===== config.mk =====
export PLATFORM = sky130hd
export DESIGN_NAME = usrt_tx_sched
export DESIGN_NICKNAME = d
export VERILOG_FILES = /design/src/rtl/usrt_tx_sched.sv
export SDC_FILE = /design/constraint.sdc
export NUM_CORES = 1
export LEC_CHECK = 0
export CAP_MARGIN = 40
export CORE_MARGIN = 2
export CORE_UTILIZATION = 26
export CTS_CLUSTER_SIZE = 16
export DETAILED_ROUTE_END_ITERATION = 10
export MAX_ROUTING_LAYER = met4
export PLACE_DENSITY = 0.54
export SLEW_MARGIN = 15
export SYNTH_ARGS = -nofsm -noshare
export SYNTH_HDL_FRONTEND = slang
export SYNTH_SLANG_ARGS = --single-unit
export TNS_END_PERCENT = 5

===== constraint.sdc =====
create_clock -name clk -period 2.9 [get_ports clk]
set_input_delay 0.58 -clock clk [delete_from_list [all_inputs] [get_ports clk]]
set_output_delay 0.58 -clock clk [all_outputs]
set_load 0.01 [all_outputs]

===== src/rtl/usrt_tx_sched.sv =====
// Transmit scheduler for the USRT link: round-robin grant between two byte
// requesters, then shifts the granted byte out on txd as start bit, eight
// data bits LSB first, optional parity bit and stop bit. Every bit step is
// gated by the qualified baud tick (en_usrt & RTS).
module usrt_tx_sched (
  input  logic       clk,
  input  logic       rst,
  input  logic       en_usrt,
  input  logic       RTS,
  input  logic       par_en,
  input  logic       par_odd,
  input  logic       req0,
  input  logic       req1,
  input  logic [7:0] data0,
  input  logic [7:0] data1,
  output logic       gnt0,
  output logic       gnt1,
  output logic       txd,
  output logic       busy,
  output logic       done
);

  typedef enum logic [2:0] {
    S_IDLE,
    S_WAIT,
    S_START,
    S_DATA,
    S_PAR,
    S_STOP
  } state_t;

  state_t     state_reg, state_next;
  logic [7:0] data_reg, data_next;
  logic       par_en_reg, par_en_next;
  logic       par_odd_reg, par_odd_next;
  logic [2:0] idx_reg, idx_next;
  logic       ptr_reg, ptr_next;      // last requester granted (0 or 1)
  logic       txd_reg, txd_next;
  logic       gnt0_reg, gnt0_next;
  logic       gnt1_reg, gnt1_next;
  logic       done_reg, done_next;
  logic       busy_reg, busy_next;
  logic       pick1;
  logic       qt;

  // A baud tick only counts while the far end allows sending.
  assign qt = en_usrt & RTS;

  assign gnt0 = gnt0_reg;
  assign gnt1 = gnt1_reg;
  assign txd  = txd_reg;
  assign busy = busy_reg;
  assign done = done_reg;

  // Next-state, arbitration and serial bit selection.
  always_comb begin
    state_next   = state_reg;
    data_next    = data_reg;
    par_en_next  = par_en_reg;
    par_odd_next = par_odd_reg;
    idx_next     = idx_reg;
    ptr_next     = ptr_reg;
    txd_next     = txd_reg;
    gnt0_next    = 1'b0;
    gnt1_next    = 1'b0;
    done_next    = 1'b0;
    pick1        = 1'b0;

    case (state_reg)
      S_IDLE: begin
        txd_next = 1'b1;
        if (req0 | req1) begin
          // On a tie the requester not served last wins.
          pick1        = req1 & (~req0 | ~ptr_reg);
          gnt0_next    = ~pick1;
          gnt1_next    = pick1;
          ptr_next     = pick1;
          data_next    = pick1 ? data1 : data0;
          par_en_next  = par_en;
          par_odd_next = par_odd;
          state_next   = S_WAIT;
        end
      end
      S_WAIT: begin
        if (qt) begin
          state_next = S_START;
          txd_next   = 1'b0;
        end
      end
      S_START: begin
        if (qt) begin
          state_next = S_DATA;
          idx_next   = 3'd0;
          txd_next   = data_reg[0];
        end
      end
      S_DATA: begin
        if (qt) begin
          if (idx_reg == 3'd7) begin
            if (par_en_reg) begin
              state_next = S_PAR;
              txd_next   = par_odd_reg ? ~^data_reg : ^data_reg;
            end else begin
              state_next = S_STOP;
              txd_next   = 1'b1;
            end
          end else begin
            idx_next = idx_reg + 3'd1;
            txd_next = data_reg[idx_reg + 3'd1];
          end
        end
      end
      S_PAR: begin
        if (qt) begin
          state_next = S_STOP;
          txd_next   = 1'b1;
        end
      end
      S_STOP: begin
        if (qt) begin
          state_next = S_IDLE;
          txd_next   = 1'b1;
          done_next  = 1'b1;
        end
      end
      default: begin
        state_next = S_IDLE;
        txd_next   = 1'b1;
      end
    endcase

    busy_next = (state_next != S_IDLE);
  end

  // State and output registers; reset abandons any frame in flight.
  always_ff @(posedge clk or negedge rst) begin
    if (!rst) begin
      state_reg   <= S_IDLE;
      data_reg    <= 8'h00;
      par_en_reg  <= 1'b0;
      par_odd_reg <= 1'b0;
      idx_reg     <= 3'd0;
      ptr_reg     <= 1'b1;
      txd_reg     <= 1'b1;
      gnt0_reg    <= 1'b0;
      gnt1_reg    <= 1'b0;
      done_reg    <= 1'b0;
      busy_reg    <= 1'b0;
    end else begin
      state_reg   <= state_next;
      data_reg    <= data_next;
      par_en_reg  <= par_en_next;
      par_odd_reg <= par_odd_next;
      idx_reg     <= idx_next;
      ptr_reg     <= ptr_next;
      txd_reg     <= txd_next;
      gnt0_reg    <= gnt0_next;
      gnt1_reg    <= gnt1_next;
      done_reg    <= done_next;
      busy_reg    <= busy_next;
    end
  end

endmodule


==> results.cfg <==
[finish]
n_antenna_cell = 0
largest_reg_flops = 8
mostFrequentLayoutCell = clkdlybuf4s50_1
syn2layout_area_growth_pct = 33.0
layout-drive-gt1-share = 0.127
final_cell_area_sq_um = 1590
final_nets = 161
fill_cells = 442
post-route-util = 0.363
final_cell_mix = clkdlybuf4s50_1, dfrtp_1, mux2i_1

[worst_setup_path]
crit_slowest_cell = mux4_2
timing.rr.start = idx_reg[0]
cp_data_required_time_ns = 3.09
critPathBufInv = 0
arrival_ns = 2.32
cp-start-kind = register
cpPeakStageDelay_ns = 0.50
rr_worst_depth = 5
cp_top_family = adder cells
critPathCaptureType = register
rrSetupSlack_ns = 0.76
worstPathCellList = ha_1, ha_1, mux4_2, a211o_1, a211oi_1
cpMostUsedCell = ha_1
timing.rr.end = txd
worstSetupPathType = reg -> reg
worst-path-max-fanout = 7

[synth]
synth_seq_cells = 22
yosysTopAreaCellShare = 0.418
synth.avg_cell_area_sq_um = 11.5
synth_area_leaders = dfrtp_1, mux2i_1, a21o_1
synth_simple_gate_area_frac = 0.127
synth-edff-count = 0
synthAdderAreaFrac = 0.0209
synth_top_area_cell = dfrtp_1
synth_xor_area_frac = 0.0606
ys.flop_type = dfrtp_1
syn_nets = 130
yosysUniqueCellTypes = 41
yosysWarnings = 0
synth_top_family_by_area = compound AO/OA/AOI/OAI gates
netlist_area_sq_um = 1200
synth_seq_area_share = 0.462
synth_cells = 104
synth_compound_area_frac = 0.160
muxShareOfSynthArea = 0.123
synthArstFlopShare = 1.00

[floorplan]
dieHeight_um = 71.9
std_cell_rows = 24
die_x_um = 71.9
die_area_sq_um = 5160
design.core.area_sq_um = 4380
ios = 29
initial_core_util = 0.273

[sta]
fin_skew_ns = 0.00644
tightest_slew_ns = 0.498
period_minus_slack_ns = 2.14
slew_violations = 0
hold_viol = 0
fmax_mhz = 468
finalCritPeriodShare = 0.737
relSlewSlack = 0.668
setup_viol = 0
rsz0062_at_grt = no
holdWs_ns = 0.517
finalSetupTns_ns = 0

[clocking]
cts.sinks = 22
clk_path_buf_depth = 2
post_cts_buffers = 0
root_buffer = clkbuf_8
cts_tree = yes
cts.clk_slew.worst_paths_ns = 0.09
htreeDepth = 1
postCtsResizedCells = 0
cts_hold_buffers = 0
cts_buffers = 3
clk_latency_ns = 0.27

[status]
status = finished clean

[grt]
met2_usage = 0.164
grt_pass1_wl_um = 3990
grt_overflow = 0
grt_max_degree = 23
grtUsageMet1 = 0.124
busiest_layer = met2
use_met3 = 0.0352
grt.total_usage = 0.104
first_global_vias = 858
antenna_found_initial = 0

[routing]
vias = 881
vias_per_cell = 4.74
wire_per_inst_um = 13.1
drt-initial-drc-count = 16
drc = 0
dr.pass1.iters = 4
final_antenna_net_count = 0
wirelength_um = 2440

[hold_path]
hold_path_class = reg -> reg
min_path_cells = 1
hold_start = ptr_reg
hold_end = ptr_reg

[placed_design]
gp_congestion = 0.812
port_buffers = 28
dpl_cell_area_sq_um = 1520
place_hpwl_um = 1850

[power]
peakVddDrop_v = 0.000326
p_leak_nw = 0.719
power.density_nw_per_um2 = 916

[job]
maxCapViolations = 0
-- where the power goes --
part	switching [mW]	leakage [nW]	internal (mW)	total, mW
logic	0.220	0.415	0.384	0.604
registers	0.129	0.268	0.431	0.561
clock network	0.109	0.0357	0.185	0.293
total	0.458	0.719	1.00	1.46
-- worst max path at each step --
stage | startpoint | endpoint | slack, ns | cells past startpoint
after floorplan | idx_reg[0] | txd | 0.96 | 5
final | idx_reg[0] | txd | 0.76 | 5
after global placement | req1 | data_reg[7] | 0.73 | 5
after CTS | idx_reg[0] | txd | 0.74 | 5
after global routing | idx_reg[0] | txd | 0.59 | 5
after detailed placement | req1 | data_reg[5] | 0.73 | 5
-- metal layers --
metal	share of wire	vias up
met3	0.065	5
met5	0	-
met4	0.014	0
li1	-	439
met1	0.47	408
met2	0.45	29
-- layout make-up --
| class | count | area [sq um] | share of cell area |
|---|---|---|---|
| clock buffers | 3 | 41.3 | 0.0259 |
| clock inverters | 1 | 30.0 | 0.0189 |
| inverters | 3 | 11.3 | 0.00707 |
| multi-input cells | 74 | 589 | 0.370 |
| flip-flops and latches | 22 | 553 | 0.347 |
| well taps | 52 | 65.1 | 0.0408 |
| repair buffers | 31 | 303 | 0.190 |
-- cell families (layout without fill, tap and decap cells) --
| logic type | Yosys count | after routing |
|---|---|---|
| multiplexers | 13 | 13 |
| AND/OR/NAND/NOR | 27 | 27 |
| AO/OA/AOI/OAI | 27 | 27 |
| flip-flops | 22 | 22 |
| buffers and inverters | 8 | 38 |
| adder cells (fa/ha/maj) | 2 | 2 |
| XOR/XNOR | 5 | 5 |
-- cell usage after synthesis (all sizes together), types with 2 or more instances --
| library cell | n |
|---|---|
| nand3 | 2 |
| dfrtp | 20 |
| mux2i | 8 |
| o21ai | 6 |
| nor2 | 5 |
| buf | 2 |
| clkbuf | 3 |
| a21o | 7 |
| and2 | 2 |
| mux2 | 4 |
| inv | 3 |
| ha | 2 |
| a22o | 6 |
| dfstp | 2 |
| nand2 | 7 |
| a21oi | 3 |
| xnor2 | 2 |
-- per-stage QoR --
step | cells | power (mW) | worst slack [ns]
after floorplan | 104 | 1.04 | 0.960
after global placement | 182 | 1.16 | 0.728
after detailed placement | 182 | 1.18 | 0.726
after CTS | 186 | 1.48 | 0.745
after global routing | 186 | 1.56 | 0.591
final | 186 | 1.46 | 0.763
Power figures use the tool's default switching activity.
